File: config.mk
export PLATFORM = sky130hd
export DESIGN_NAME = ws2812_decoder
export DESIGN_NICKNAME = d
export VERILOG_FILES = /design/src/rtl/ws2812_decoder_pkg.sv /design/src/rtl/ws2812_decoder_holding_reg.sv /design/src/rtl/ws2812_decoder.sv
export SDC_FILE = /design/constraint.sdc
export NUM_CORES = 1
export LEC_CHECK = 0
export CORE_MARGIN = 2
export CORE_UTILIZATION = 48
export DETAILED_ROUTE_END_ITERATION = 12
export GPL_TIMING_DRIVEN = 0
export PLACE_DENSITY = 0.74
export SETUP_SLACK_MARGIN = 0.15
export SYNTH_ARGS = -nofsm -noshare
export SYNTH_HDL_FRONTEND = slang
export SYNTH_SLANG_ARGS = --single-unit
File: constraint.sdc
create_clock -name i_clk -period 1.8 [get_ports i_clk]
set_clock_uncertainty 0.05 [all_clocks]
set_input_delay 0.45 -clock i_clk [delete_from_list [all_inputs] [get_ports i_clk]]
set_output_delay 0.45 -clock i_clk [all_outputs]
set_load 0.01 [all_outputs]
File: src/rtl/ws2812_decoder_pkg.sv
// rtl/ws2812_decoder_pkg.sv - shared types and default thresholds for the WS2812 receive pipeline
package ws2812_decoder_pkg;

  typedef struct packed {
    logic rising;
    logic falling;
  } control_path_t;

  typedef struct packed {
    logic [9:0] counter;
  } decoder_input_t;

  typedef struct packed {
    logic [7:0] g;
    logic [7:0] r;
    logic [7:0] b;
  } pixel_t;

  typedef enum logic {
    S_SYNC,
    S_DATA
  } decoder_state_e;

  localparam int unsigned PIXEL_BITS            = 24;
  localparam int unsigned DEFAULT_BIT_THRESHOLD = 6;
  localparam int unsigned DEFAULT_MIN_HIGH      = 2;
  localparam int unsigned DEFAULT_MAX_HIGH      = 16;

endpackage

File: src/rtl/ws2812_decoder_holding_reg.sv
// rtl/ws2812_decoder_holding_reg.sv - one-entry valid/ready pixel register with overflow pulse
module pixel_holding_reg
  import ws2812_decoder_pkg::*;
(
  input  logic       i_clk,
  input  logic       i_reset,
  input  logic       i_load,
  input  pixel_t     i_pixel,
  input  logic [7:0] i_index,
  input  logic       i_pixel_ready,
  output pixel_t     o_pixel,
  output logic       o_pixel_valid,
  output logic [7:0] o_pixel_index,
  output logic       o_overflow
);

  always_ff @(posedge i_clk) begin
    if (i_reset) begin
      o_pixel       <= '0;
      o_pixel_valid <= 1'b0;
      o_pixel_index <= '0;
      o_overflow    <= 1'b0;
    end else begin
      o_overflow <= 1'b0;
      if (i_load) begin
        // A full register that is not being drained keeps its pixel; the newcomer is lost.
        if (!o_pixel_valid || i_pixel_ready) begin
          o_pixel       <= i_pixel;
          o_pixel_index <= i_index;
          o_pixel_valid <= 1'b1;
        end else begin
          o_overflow <= 1'b1;
        end
      end else if (o_pixel_valid && i_pixel_ready) begin
        o_pixel_valid <= 1'b0;
      end
    end
  end

endmodule

File: src/rtl/ws2812_decoder.sv
// rtl/ws2812_decoder.sv - classifies WS2812 high pulses into bits, assembles GRB pixels, detects latch
module ws2812_decoder
  import ws2812_decoder_pkg::*;
#(
  parameter int unsigned BIT_THRESHOLD = DEFAULT_BIT_THRESHOLD,
  parameter int unsigned MIN_HIGH      = DEFAULT_MIN_HIGH,
  parameter int unsigned MAX_HIGH      = DEFAULT_MAX_HIGH
) (
  input  logic           i_clk,
  input  logic           i_reset,
  input  control_path_t  i_control,
  input  decoder_input_t i_decoder_input,
  output pixel_t         o_pixel,
  output logic           o_pixel_valid,
  input  logic           i_pixel_ready,
  output logic [7:0]     o_pixel_index,
  output logic           o_frame_reset,
  output logic           o_error,
  output logic           o_overflow
);

  localparam logic [9:0] THR_W = 10'(BIT_THRESHOLD);
  localparam logic [9:0] MIN_W = 10'(MIN_HIGH);
  localparam logic [9:0] MAX_W = 10'(MAX_HIGH);
  localparam logic [4:0] LAST_BIT = 5'(PIXEL_BITS - 1);

  decoder_state_e state_q, state_d;
  logic [4:0]     bit_cnt_q, bit_cnt_d;
  logic [22:0]    shift_q, shift_d;
  logic [7:0]     index_q, index_d;
  logic           frame_reset_d, error_d;
  logic           level_q, latch_seen_q;
  logic [9:0]     width;
  logic           latch, bit_val, width_bad, load;
  pixel_t         load_pixel;

  assign width     = i_decoder_input.counter;
  assign latch     = !level_q && width[9] && !latch_seen_q;
  assign bit_val   = (width >= THR_W);
  assign width_bad = (width < MIN_W) || (width > MAX_W);

  // Falling wins if both edges are flagged; the latch flag re-arms only on a genuine rise.
  always_ff @(posedge i_clk) begin
    if (i_reset) begin
      level_q      <= 1'b0;
      latch_seen_q <= 1'b0;
    end else begin
      if (i_control.falling)      level_q <= 1'b0;
      else if (i_control.rising)  level_q <= 1'b1;
      if (i_control.rising && !i_control.falling) latch_seen_q <= 1'b0;
      else if (latch)                             latch_seen_q <= 1'b1;
    end
  end

  always_ff @(posedge i_clk) begin
    if (i_reset) begin
      state_q       <= S_SYNC;
      bit_cnt_q     <= '0;
      shift_q       <= '0;
      index_q       <= '0;
      o_frame_reset <= 1'b0;
      o_error       <= 1'b0;
    end else begin
      state_q       <= state_d;
      bit_cnt_q     <= bit_cnt_d;
      shift_q       <= shift_d;
      index_q       <= index_d;
      o_frame_reset <= frame_reset_d;
      o_error       <= error_d;
    end
  end

  always_comb begin
    state_d       = state_q;
    bit_cnt_d     = bit_cnt_q;
    shift_d       = shift_q;
    index_d       = index_q;
    frame_reset_d = 1'b0;
    error_d       = 1'b0;
    load          = 1'b0;
    load_pixel    = pixel_t'({shift_q, bit_val});
    case (state_q)
      S_SYNC: begin
        if (latch) begin
          state_d       = S_DATA;
          bit_cnt_d     = '0;
          index_d       = '0;
          shift_d       = '0;
          frame_reset_d = 1'b1;
        end
      end
      S_DATA: begin
        if (i_control.falling) begin
          if (width_bad) begin
            error_d   = 1'b1;
            state_d   = S_SYNC;
            bit_cnt_d = '0;
            shift_d   = '0;
          end else begin
            shift_d = {shift_q[21:0], bit_val};
            if (bit_cnt_q == LAST_BIT) begin
              load      = 1'b1;
              bit_cnt_d = '0;
              index_d   = index_q + 8'd1;
            end else begin
              bit_cnt_d = bit_cnt_q + 5'd1;
            end
          end
        end else if (latch) begin
          frame_reset_d = 1'b1;
          error_d       = (bit_cnt_q != '0);
          bit_cnt_d     = '0;
          index_d       = '0;
          shift_d       = '0;
        end
      end
      default: state_d = S_SYNC;
    endcase
  end

  pixel_holding_reg u_hold (
    .i_clk         (i_clk),
    .i_reset       (i_reset),
    .i_load        (load),
    .i_pixel       (load_pixel),
    .i_index       (index_q),
    .i_pixel_ready (i_pixel_ready),
    .o_pixel       (o_pixel),
    .o_pixel_valid (o_pixel_valid),
    .o_pixel_index (o_pixel_index),
    .o_overflow    (o_overflow)
  );

endmodule

---- Word-level counts from Yosys, hierarchy flattened ----
Index checks and enable logic that the tools add are counted.
word-level totals
  flip-flop bits (word level) ............. 75
  output and inout port bits .............. 36
  word-level logic and storage cells ...... 75
cells by class
  add/sub/neg operators ................... 2
  order comparisons ....................... 3
  equal/unequal tests ..................... 4
  muxes and demuxes ....................... 31
  bitwise gates (word level) .............. 2
  reductions and logical operators ........ 19
operator list
  operator                                                                               number
  23-bit 2-to-1 mux                                                                      3
  23-bit one-hot mux with 2 select lines                                                 1
  8-bit 2-to-1 mux                                                                       4
  5-bit 2-to-1 mux                                                                       4
  8-bit one-hot mux with 2 select lines                                                  1
  1-bit 2-to-1 mux                                                                       15
  10-bit by 3-bit greater-or-equal comparator with 1-bit output (second input constant)  1
  10-bit by 5-bit > comparator with 1-bit output (second input constant)                 1
  10-bit by 2-bit < comparator with 1-bit output (second input constant)                 1
  5-bit one-hot mux with 2 select lines                                                  1
  8-bit by 1-bit adder with 8-bit output (second input constant)                         1
  2-bit OR reduction                                                                     4
  2-bit AND reduction                                                                    3
  5-bit by 1-bit adder with 5-bit output (second input constant)                         1
  5-bit == test (second input constant)                                                  1
  5-bit nonzero test                                                                     1
  1-bit logical AND                                                                      4
  1-bit logical NOT                                                                      4
  1-bit one-hot mux with 2 select lines                                                  2
  3-bit by 2-bit inequality test with 1-bit output (second input constant)               1
  3-bit inequality test (second input constant)                                          1
  1-bit logical OR                                                                       2
  2-bit by 1-bit inequality test with 1-bit output (second input constant)               1
  1-bit inverter                                                                         2
  2-bit nonzero test                                                                     1

---- Longest topological paths before layout ----
  depth after elaboration ................. 7
  depth in mapped cells ................... 7
  depth with buffers taken out ............ 6

---- Modules after synthesis ----
From an unflattened synthesis, not the netlist that was laid out.
unflattened totals
  cell total of the unflattened synthesis .. 341
  area total of the unflattened synthesis .. 3230.6 sq um
by module, submodules not included
  module             times used  cells an instance  area each (sq um)
  ws2812_decoder     1           196                1712.9
  pixel_holding_reg  1           145                1517.7

---- Least setup slack after synthesis ----
OpenSTA, ideal clock, no wires.
  kind .................................... input to register
  start point ............................. input port i_decoder_input[3] (netlist name)
  end point ............................... register u_hold.o_pixel_index[1]
  library setup time ...................... 123 ps
  data arrival time ....................... 1734 ps
  data required time ...................... 1627 ps
  setup slack ............................. -107 ps
  stages .................................. 5
  buffers on the path ..................... 1
  cell sequence ........................... nor3_2 > mux2i_1 > and3_4 > buf_12 > mux2_1
on the way
  cells in the longest elaborated chain, start to end .. 6
ends and longest elaborated chain
  item                                                                                                                     RTL line                          RTL
  start: declaration                                                                                                       ws2812_decoder.sv:12              input decoder_input_t i_decoder_input,
  10-bit by 2-bit < comparator with 1-bit output / 10-bit by 5-bit > comparator with 1-bit output (equally long branches)  ws2812_decoder.sv:40              assign width_bad = (width < MIN_W) || (width > MAX_W);
  1-bit logical OR (*)                                                                                                     ws2812_decoder.sv:40
  1-bit 2-to-1 mux (*)                                                                                                     ws2812_decoder.sv:94              if (width_bad) begin
  1-bit 2-to-1 mux (*)                                                                                                     ws2812_decoder.sv:93              if (i_control.falling) begin
  1-bit 2-to-1 mux (*)                                                                                                     ws2812_decoder.sv:82              case (state_q)
  2-bit AND reduction (no line) (*)                                                                                        -
  end signal: assignment                                                                                                   ws2812_decoder_holding_reg.sv:29  o_pixel_index <= i_index;
  end: declaration                                                                                                         ws2812_decoder_holding_reg.sv:13  output logic [7:0] o_pixel_index,
Every way passes the cells marked *; elsewhere a longest branch is shown, timed or not.
A chain may end at the register's enable or synchronous reset.

---- Worst setup path after layout ----
  start point ............................. input port i_decoder_input[5] (netlist name)
  end point ............................... register, netlist name u_hold.o_pixel[9]
on the way
  cells in the longest elaborated chain, start to end .. 6
ends and longest elaborated chain
  item                                                                                                                     RTL line
  10-bit by 2-bit < comparator with 1-bit output / 10-bit by 5-bit > comparator with 1-bit output (equally long branches)  ws2812_decoder.sv:40
  1-bit logical OR (*)                                                                                                     ws2812_decoder.sv:40
  1-bit 2-to-1 mux (*)                                                                                                     ws2812_decoder.sv:94
  1-bit 2-to-1 mux (*)                                                                                                     ws2812_decoder.sv:93
  1-bit 2-to-1 mux (*)                                                                                                     ws2812_decoder.sv:82
  2-bit AND reduction (no line) (*)                                                                                        -
Marked as above.

==> results.txt <==
The minimum period implied by the final worst setup slack is 1.79 ns. The count of placed standard cells including taps came out at 505. At the end of the flow the core is filled with cells to 0.672.

The routed design has 8.65 mm of wire. The library cell used most frequently in the layout, excluding fill and tap cells, is sky130_fd_sc_hd__dfxtp_1. The cell depth of the worst hold path came out at 2. The detailed placer's ending HPWL came out at 5.48 mm.

The average instance in the mapped netlist occupies 9.41 um^2. The arrival time of data at the critical path endpoint came out at 2.01 ns. The average via count per standard cell came out at 5.56.

The met3 wire length came out at 492 um. The count of unique library cells instantiated by Yosys came out at 42. The worst slack at placement came out at -0.710 ns. Traced cell by cell, the critical path runs through clkdlybuf4s50_1 > nor2_4 > and4_4 > and3_4 > buf_12 > clkbuf_16 > mux2i_1. sky130_fd_sc_hd__dfxtp_1 takes more of the synthesized area than any other cell. The largest incremental delay on the critical path is 0.45 ns.

TritonCTS built the clock tree. Among all flip-flop cells after synthesis, the most frequent one is sky130_fd_sc_hd__dfxtp_1. The clock network latency to the later pin of the worst-skew pair came out at 0.35 ns. The wire length of the first global-routing pass came out at 13.5 mm. The per-cell routed wire length is 16.0 um.

The count of non-filler cells in the finished layout came out at 540. The number of buffers on the longest clock path came out at 2. During placement, the flow inserted port buffers numbering 49. The Yosys warning count came out at 0. The area growth from synthesis to layout is 34.7%.

The placer's final routability congestion estimate is 0.916. The category of the worst setup path capture point is a flip-flop. The core outline area is 0.00679 mm^2.

The number of H-tree branching levels came out at 3. The boundary pin count is 51. The detailed-routing iteration count for the pre-antenna-repair pass is 5. The critical path is of the input pin to flip-flop type. The top achievable clock speed came out at 559 MHz. The maximum fanout count along the critical path is 8.

In the finished design, the share of the clock period the worst path needs comes to 0.993. The detailed-routed wire length on met2 is 4.09 mm. Sorting the synthesized cells by area gives the leading types as sky130_fd_sc_hd__dfxtp_1, sky130_fd_sc_hd__nand2b_1, sky130_fd_sc_hd__mux2i_1.

The hold buffer count at CTS is 0. The floorplan die area is 0.00774 mm^2. The final route contains 3,004 vias. The cell area after synthesis came out at 0.00339 mm^2. The share of the yosys chip area belonging to registers is 0.443. On the critical path, the stage with the largest delay is an instance of sky130_fd_sc_hd__clkdlybuf4s50_1. After clock tree synthesis, the clock-pin slew on the worst setup and hold paths is 0.08 ns. The area share of the leading cell type in the synthesized netlist is 0.443. The starting utilization of the core area is 0.499. The startpoint kind of the worst setup timing path is an input pin.

The number of hold-slack violations in the final timing report came out at 0. The slack of the critical path is 0.0122 ns. The number of antenna diodes is 0. The number of nets in the finished design is 457.

The length of routed wiring on met1 came out at 3.87 mm. The share of flip-flops with an asynchronous set or reset is 0. The required time of the critical path is 2.03 ns.

The finished cells cover 0.00456 mm^2. The combined global-route utilization of all metal layers came out at 0.228. The site row count came out at 30.

Setup repair after global routing could not meet its margin everywhere. Leaving out fill and tap cells, the most frequent cells in the layout are sky130_fd_sc_hd__dfxtp_1, sky130_fd_sc_hd__nand2b_1, sky130_fd_sc_hd__dlygate4sd2_1. The design draws 3.18 mW. The number of nets in the synthesized netlist came out at 378. The number of nets still failing antenna checks after routing is 0. The worst hold path belongs to the class input pin to flip-flop. The flow ran to the end, and the final reports show no timing, DRC or antenna violations.

The final routed DRC violation total is 0. Of the cells placed in the final design, the portion with a size suffix greater than 1 is 0.198. The first routing iteration left 266 violations. The worst-case IR drop observed on VDD is 389 uV. The number of flops mapped to enable cells by yosys is 0. At the pin with the least slew margin, the transition time is 0.490 ns.

The total CTS buffers came out at 9. The clock tree root buffer cell is sky130_fd_sc_hd__clkbuf_8. The power density over cell area is 696 mW/mm^2.

The final-report max-slew violation count is 0. The count of final setup violators is 0. The tree built by TritonCTS fans out to 75 sinks. The flip-flop and latch count after synthesis came out at 75. The highest layer touched by signal routing is met4.

The maximum number of pins on one net before global-route repair is 13. The gate count after technology mapping is 360. Measured in cells, the most critical reg-to-reg path has a length of 7.

The placed standard-cell area came out at 0.00402 mm^2. The vertical die dimension is 88 um. The leakage power is 1.72 nW.

The die width is 88 um. The worst slew margin relative to its limit came out at 0.673. Across the run, the number of max-cap violations was 0. The initial antenna violation count came to 0. The via count of the first global-routing pass is 2,769. After global routing the overflow that remains totals 0.
[where the power goes]
part / leakage, nW / switching (mW) / internal (mW) / total (mW)
Sequential: 0.607 / 0.00670 / 1.66 / 1.67
Combinational: 1.02 / 0.150 / 0.117 / 0.268
Clock: 0.0956 / 0.623 / 0.615 / 1.24
Total: 1.72 / 0.780 / 2.40 / 3.18
[worst max-delay path: cells and delay by family]
family	cells	cell delay (ns)
buf+inv	3	0.77
simple gates	3	0.61
mux	1	0.18
[synth_stat cells, drive strengths merged (2+ instances only)]
| master | n |
|---|---|
| clkbuf | 18 |
| nand3 | 11 |
| nand4b | 3 |
| o211ai | 2 |
| and3 | 4 |
| nand2 | 17 |
| o311ai | 2 |
| and2 | 2 |
| o21ai | 2 |
| nor2b | 4 |
| a21oi | 7 |
| nand2b | 63 |
| buf | 10 |
| nor2 | 40 |
| mux2i | 31 |
| nor3 | 8 |
| and4b | 2 |
| dfxtp | 75 |
| a32oi | 25 |
| ha | 3 |
| mux2 | 4 |
| inv | 5 |
| a31oi | 6 |
| nand4 | 5 |
[per-stage QoR]
stage	setup TNS, ns	hold WS, ns
2_1_floorplan	-0.0208	0.402
3_3_place_gp	-43.58	0.409
3_5_place_dp	-45.33	0.414
4_1_cts	0	0.426
5_1_grt	-0.106	0.345
6_report	0	0.329
[registers in the layout (all words and copies together) (netlist names)]
| register | count |
|---|---|
| o_error | 1 |
| u_hold.o_overflow | 1 |
| index_q | 8 |
| latch_seen_q | 1 |
| state_q | 1 |
| u_hold.o_pixel | 24 |
| shift_q | 23 |
| u_hold.o_pixel_index | 8 |
| u_hold.o_pixel_valid | 1 |
| o_frame_reset | 1 |
| level_q | 1 |
| bit_cnt_q | 5 |
[area by class of cell]
class                      instances  area (um^2)
inverter                           5         18.8
timing repair buffer              68          666
sequential                        75         1510
clock buffer                      13          169
fill                             549         2230
clock inverter                     3         21.3
tap                               96          120
multi-input combinational        252         1830
buffer                            28          230
[per-layer routing]
layer / vias to the layer above / track usage
met1: 1424 / 0.300
met2: 124 / 0.375
li1: 1436 / -
met3: 20 / 0.0547
met4: 0 / 0.0601
met5: - / 0
[timing repair]
item | in CTS | in global routing
pin swaps | 7 | 7
resized for setup | 87 | 28
cloned | 1 | 3
endpoints found under the setup margin | 108 | 65
setup buffers | 14 | 1
[logic make-up after synthesis]
kind of cell	after synthesis	share of synthesized area
muxes	35	0.105
adders and majority gates	3	0.0111
buffers and inverters	33	0.0580
DFF	75	0.443
and+or+nand+nor	164	0.269
AOI/OAI and AO/OA	50	0.114
[path summary, 6_finish.rpt]
path	start	end	slack, ns
hold / removal	i_control[0]	level_q	0.33
setup reg to reg	bit_cnt_q[1]	u_hold.o_pixel[9]	0.04
hold reg to reg	u_hold.o_pixel[7]	u_hold.o_pixel[7]	0.42
setup / recovery	i_decoder_input[5]	u_hold.o_pixel[9]	0.01
Power figures use the tool's default switching activity.
